File: config.mk
export PLATFORM = sky130hd
export DESIGN_NAME = sbqm_flat
export DESIGN_NICKNAME = d
export VERILOG_FILES = /design/src/rtl/sbqm_if.sv /design/src/rtl/sbqm.sv /design/src/flat_wrapper.sv
export SDC_FILE = /design/constraint.sdc
export NUM_CORES = 1
export LEC_CHECK = 0
export CAP_MARGIN = 20
export CELL_PAD_IN_SITES_DETAIL_PLACEMENT = 1
export CELL_PAD_IN_SITES_GLOBAL_PLACEMENT = 1
export CORE_MARGIN = 2
export CORE_UTILIZATION = 35
export CTS_CLUSTER_DIAMETER = 80
export DETAILED_ROUTE_END_ITERATION = 12
export PLACE_DENSITY_LB_ADDON = 0.1
export SYNTH_ARGS = -nofsm -noshare
export SYNTH_HDL_FRONTEND = slang
export SYNTH_SLANG_ARGS = --single-unit
File: constraint.sdc
create_clock -name clk -period 3.1 [get_ports clk]
set_input_delay 0.62 -clock clk [delete_from_list [all_inputs] [get_ports clk]]
set_output_delay 0.62 -clock clk [all_outputs]
set_load 0.1 [all_outputs]
File: src/rtl/sbqm_if.sv
// Sensor, teller and display signals of the bank queue manager.
// SBQM_STATUS_EN adds the overflow/underflow status outputs.
interface sbqm_if;
  logic       sensor_start;
  logic       sensor_end;
  logic [1:0] Tellers_count;
  logic [2:0] People_count;
  logic       Full_flag;
  logic       Empty_flag;
  logic [4:0] WaitTime;
`ifdef SBQM_STATUS_EN
  logic       overflow_err;
  logic       underflow_err;
`endif

  modport master (
    output sensor_start,
    output sensor_end,
    output Tellers_count,
    input  People_count,
    input  Full_flag,
    input  Empty_flag,
`ifdef SBQM_STATUS_EN
    input  overflow_err,
    input  underflow_err,
`endif
    input  WaitTime
  );

  modport slave (
    input  sensor_start,
    input  sensor_end,
    input  Tellers_count,
    output People_count,
    output Full_flag,
    output Empty_flag,
`ifdef SBQM_STATUS_EN
    output overflow_err,
    output underflow_err,
`endif
    output WaitTime
  );
endinterface

File: src/rtl/sbqm.sv
// Bank queue manager: saturating occupancy counter driven by two falling-edge sensors,
// with flags and a registered wait estimate. SBQM_STATUS_EN adds overflow/underflow pulses.
module sbqm #(
  parameter int unsigned SYNC_STAGES  = 2,
  parameter int unsigned SERVICE_TIME = 3
) (
  input logic   clk,
  input logic   RESET,
  sbqm_if.slave bus
);

  logic [SYNC_STAGES-1:0] r_sync_start;
  logic [SYNC_STAGES-1:0] r_sync_end;
  logic                   r_prev_start;
  logic                   r_prev_end;
  logic [2:0]             r_count;
  logic [2:0]             w_count_d;
  logic [4:0]             r_wait;
  logic                   w_s;
  logic                   w_e;
  logic [1:0]             w_teff;
  logic [3:0]             w_sum;
  logic [6:0]             w_num;
  logic [6:0]             w_quot;
  logic [4:0]             w_wait_d;

  // Flops preset to the idle-high level so reset release never looks like a falling edge.
  always_ff @(posedge clk or negedge RESET) begin
    if (!RESET) begin
      r_sync_start <= '1;
      r_sync_end   <= '1;
      r_prev_start <= 1'b1;
      r_prev_end   <= 1'b1;
    end else begin
      r_sync_start <= {r_sync_start[SYNC_STAGES-2:0], bus.sensor_start};
      r_sync_end   <= {r_sync_end[SYNC_STAGES-2:0], bus.sensor_end};
      r_prev_start <= r_sync_start[SYNC_STAGES-1];
      r_prev_end   <= r_sync_end[SYNC_STAGES-1];
    end
  end

  assign w_s = r_prev_start & ~r_sync_start[SYNC_STAGES-1];
  assign w_e = r_prev_end & ~r_sync_end[SYNC_STAGES-1];

  always_comb begin
    w_count_d = r_count;
    unique case ({w_s, w_e})
      2'b10: if (r_count != 3'd7) w_count_d = r_count + 3'd1;
      2'b01: if (r_count != 3'd0) w_count_d = r_count - 3'd1;
      // End event on an empty queue has no customer to remove.
      2'b11: if (r_count == 3'd0) w_count_d = 3'd1;
      default: w_count_d = r_count;
    endcase
  end

  always_comb begin
    w_teff = (bus.Tellers_count == 2'd0) ? 2'd1 : bus.Tellers_count;
    w_sum  = 4'(r_count) + 4'(w_teff) - 4'd1;
    w_num  = 7'(SERVICE_TIME) * 7'(w_sum);
    w_quot = w_num;
    unique case (w_teff)
      2'd2:    w_quot = w_num >> 1;
      2'd3:    w_quot = w_num / 7'd3;
      default: w_quot = w_num;
    endcase
    w_wait_d = (r_count == 3'd0) ? 5'd0 : w_quot[4:0];
  end

  always_ff @(posedge clk or negedge RESET) begin
    if (!RESET) begin
      r_count <= 3'd0;
      r_wait  <= 5'd0;
    end else begin
      r_count <= w_count_d;
      r_wait  <= w_wait_d;
    end
  end

`ifdef SBQM_STATUS_EN
  logic r_ovf;
  logic r_unf;

  always_ff @(posedge clk or negedge RESET) begin
    if (!RESET) begin
      r_ovf <= 1'b0;
      r_unf <= 1'b0;
    end else begin
      r_ovf <= w_s & ~w_e & (r_count == 3'd7);
      r_unf <= w_e & ~w_s & (r_count == 3'd0);
    end
  end

  assign bus.overflow_err  = r_ovf;
  assign bus.underflow_err = r_unf;
`endif

  assign bus.People_count = r_count;
  assign bus.Full_flag    = (r_count == 3'd7);
  assign bus.Empty_flag   = (r_count == 3'd0);
  assign bus.WaitTime     = r_wait;

endmodule

File: src/flat_wrapper.sv
// flat-port wrapper written by rule: the top's interface ports become plain ports
module sbqm_flat 
#(
  parameter int unsigned SYNC_STAGES  = 2,
  parameter int unsigned SERVICE_TIME = 3
)
  (clk, RESET, bus_sensor_start, bus_sensor_end, bus_Tellers_count, bus_People_count, bus_Full_flag, bus_Empty_flag, bus_WaitTime);
  sbqm_if bus_i ();
  input logic clk;
  input logic RESET;
  input wire logic [$bits(bus_i.sensor_start)-1:0] bus_sensor_start;
  input wire logic [$bits(bus_i.sensor_end)-1:0] bus_sensor_end;
  input wire logic [$bits(bus_i.Tellers_count)-1:0] bus_Tellers_count;
  output wire logic [$bits(bus_i.People_count)-1:0] bus_People_count;
  output wire logic [$bits(bus_i.Full_flag)-1:0] bus_Full_flag;
  output wire logic [$bits(bus_i.Empty_flag)-1:0] bus_Empty_flag;
  output wire logic [$bits(bus_i.WaitTime)-1:0] bus_WaitTime;
  assign bus_i.sensor_start = bus_sensor_start;
  assign bus_i.sensor_end = bus_sensor_end;
  assign bus_i.Tellers_count = bus_Tellers_count;
  assign bus_People_count = bus_i.People_count;
  assign bus_Full_flag = bus_i.Full_flag;
  assign bus_Empty_flag = bus_i.Empty_flag;
  assign bus_WaitTime = bus_i.WaitTime;
  sbqm #(.SYNC_STAGES(SYNC_STAGES), .SERVICE_TIME(SERVICE_TIME)) u_core (.clk(clk), .RESET(RESET), .bus(bus_i));
endmodule
==> results.json <==
{
  "outcome": "finished, final reports clean",
  "root_buffer": "clkbuf_4",
  "start_util_pct": 37.55,
  "die_x_um": 56.02,
  "timing.fmax_mhz": 338.0,
  "whs_path_depth": 0,
  "cp_slowest_cell": "fa_1",
  "dieArea_um2": 3138,
  "die_h_um": 56.02,
  "crit_family": "adder cells",
  "antenna_found_initial": 0,
  "max_stage_delay_ns": 0.51,
  "grt_pass1_vias": 785,
  "cp-end-kind": "flop",
  "arrival_ns": 3.14,
  "drt_iter0_markers": 9,
  "final_nets": 140,
  "r2r_start": "u_core.bus.People_count[1]",
  "postPlaceCellArea_um2": 1171,
  "area_delta_synth_final_pct": 29.72,
  "gp_congestion": 0.8015,
  "synth_area_um2": 947.2,
  "ys_seq_area_share_pct": 37.78,
  "hold_class": "flop to flop",
  "crit_buf_inv": 4,
  "worstPathMaxFanout": 4,
  "endpoint": "u_core.bus.WaitTime[3]",
  "synth_nets": 110,
  "num_rows": 18,
  "cts_tree": "built",
  "dpl_worst_slack_ns": -0.4796,
  "synth.top_cell.area_share_pct": 21.14,
  "firstDrtPassIters": 4,
  "io_pins": 16,
  "slew_headroom_pct": 58.79,
  "drive_gt1_share_pct": 32.79,
  "worstSetupStartpoint": "bus_Tellers_count[1]",
  "path_class": "primary input to flop",
  "drt_wl_total_um": 2101,
  "vias_per_cell": 4.993,
  "period_share_pct": 95.43,
  "finalMaxSlewViolations": 0,
  "reg2reg_depth": 12,
  "rsz0062_at_grt": "false",
  "reg2reg_to": "u_core.bus.WaitTime[3]",
  "finalWorstSetupSlack_ns": 0.1416,
  "min_period_ns": 2.958,
  "tightest_slew_ns": 0.6162,
  "hold_viol": 0,
  "wl_per_cell_um": 13.82,
  "startpoint_type": "primary input",
  "ys_ff_latch": 14,
  "numCtsBuffers": 3,
  "maxCapViolCount": 0,
  "synth.largest_area_cell": "dfrtp_1",
  "yosysWarnings": 0,
  "hpwl_um": 1636,
  "tns_ns": 0,
  "ys_types": 31,
  "h-tree-depth": 1,
  "clock-sinks": 14,
  "drcViolationCount": 0,
  "grt_overflow": 0,
  "path_clk_slew_ns": 0.09,
  "synthCells": 93,
  "final_antenna_net_count": 0,
  "dr_total_vias": 759,
  "core_um2": 2522,
  "avgSynthCellArea_um2": 10.18,
  "worstPathRequired_ns": 3.29,
  "clk_latency_ns": 0.28,
  "fin_cells": 152,
  "cp_cell_sequence": "dlygate4sd2_1 -> inv_1 -> ha_1 -> inv_1 -> ha_1 -> fa_1 -> inv_1 -> ha_1 -> a211oi_2 -> nor2_1 -> and4_1 -> nor4_1",
  "critical_path_depth": 12,
  "clk_path_buf_depth": 2,
  "port_buffers": 15,
  "finClkSkew_ns": 0.008506,
  "r2r_slack_ns": 0.36,
  "grt_start_max_net_pins": 15,
  "antenna_cells": 0,
  "placed_cells": 146,
  "grt_pass1_wl_um": 3574,
  "fin_area_um2": 1229,
  "grtUsageTotal_pct": 14.40,
  "finalSetupViolCount": 0,
  "synth_area_leaders": "dfrtp_1, dfstp_2, ha_1"
}
[placed cells by master (no fill, tap or decap), types with 2 or more instances in the layout]
cell type and instances:
inv_1 13, a211oi_2 2, nor2_1 8, fa_1 3, dfrtp_1 6, and3_1 2, clkdlybuf4s50_1 3, xnor2_1 2
clkbuf_4 3, mux2i_1 2, a21oi_1 6, a211oi_1 2, dfstp_2 6, o21ai_0 4, buf_4 21, nand2b_1 2
nor3_1 2, ha_1 7, nand3_1 4, nand2_1 4
[layout make-up]
type / instances / area (um2)
Sequential cell: 14 / 362.8
Multi-Input combinational cell: 65 / 534.3
Tap cell: 30 / 37.54
Clock buffer: 4 / 36.28
Timing Repair Buffer: 26 / 209.0
Inverter: 13 / 48.80
Fill cell: 296 / 1294
[synth_stat cells, drive strengths merged]
master and n:
fa 4, nor3b 1, and4 1, a211oi 4
a21oi 6, nand3 4, a221oi 1, a211o 1
dfrtp 8, and3 2, dfstp 6, nor3 3
mux2i 2, ha 7, nand2 4, nor2b 2
o21ai 4, xnor2 2, o31ai 1, buf 1
nor2 8, a21o 1, o22ai 1, and2b 1
xor2 1, a22o 1, nand2b 2, nor4 1
inv 13
[stage by stage]
stage,util (%),hold slack [ns]
after global routing,48.71,0.3599
after CTS,48.31,0.3548
after detailed placement,46.43,0.3489
after global placement,46.43,0.3458
after floorplan,-,0.3244
final,48.71,0.3503
[kinds of logic after synthesis]
group                    share of synthesized area, %
buffers and inverters                           6.341
AND/OR/NAND/NOR                                 16.12
multiplexers                                    2.114
adder cells (fa/ha/maj)                         17.70
XOR/XNOR                                        4.756
flip-flops                                      37.78
AO/OA/AOI/OAI                                   15.19
[routing by layer]
metal	share of wire, %	track usage, %	vias up
li1	-	-	376
met3	3.5	2.558	4
met4	0.95	4.082	0
met1	51	20.49	365
met2	44	22.35	14
met5	0	0	-
[timing repair]
action                     CTS  global route
resized for setup            3             1
setup endpoints to repair    4             3
hold buffers                 0             0
setup buffers                1             1
[registers in the layout (all words and copies together), names as in the netlist]
signal / flops
u_core.r_prev_start: 1
u_core.bus.People_count: 3
u_core.r_prev_end: 1
u_core.bus.WaitTime: 5
u_core.r_sync_start: 2
u_core.r_sync_end: 2
[how the worst min path moves through the flow]
stage | startpoint | endpoint | slack [ns]
after floorplan | RESET | u_core.bus.People_count[0] | 0.32
after global placement | u_core.r_sync_start[0] | u_core.r_sync_start[1] | 0.35
after detailed placement | u_core.r_sync_end[0] | u_core.r_sync_end[1] | 0.35
after CTS | u_core.r_sync_start[0] | u_core.r_sync_start[1] | 0.35
after global routing | u_core.r_sync_start[0] | u_core.r_sync_start[1] | 0.36
final | u_core.r_sync_start[0] | u_core.r_sync_start[1] | 0.35
Power is left out: the tool's default activity adds up to more than one toggle a clock period on the data nets, which glitch-free logic cannot reach.
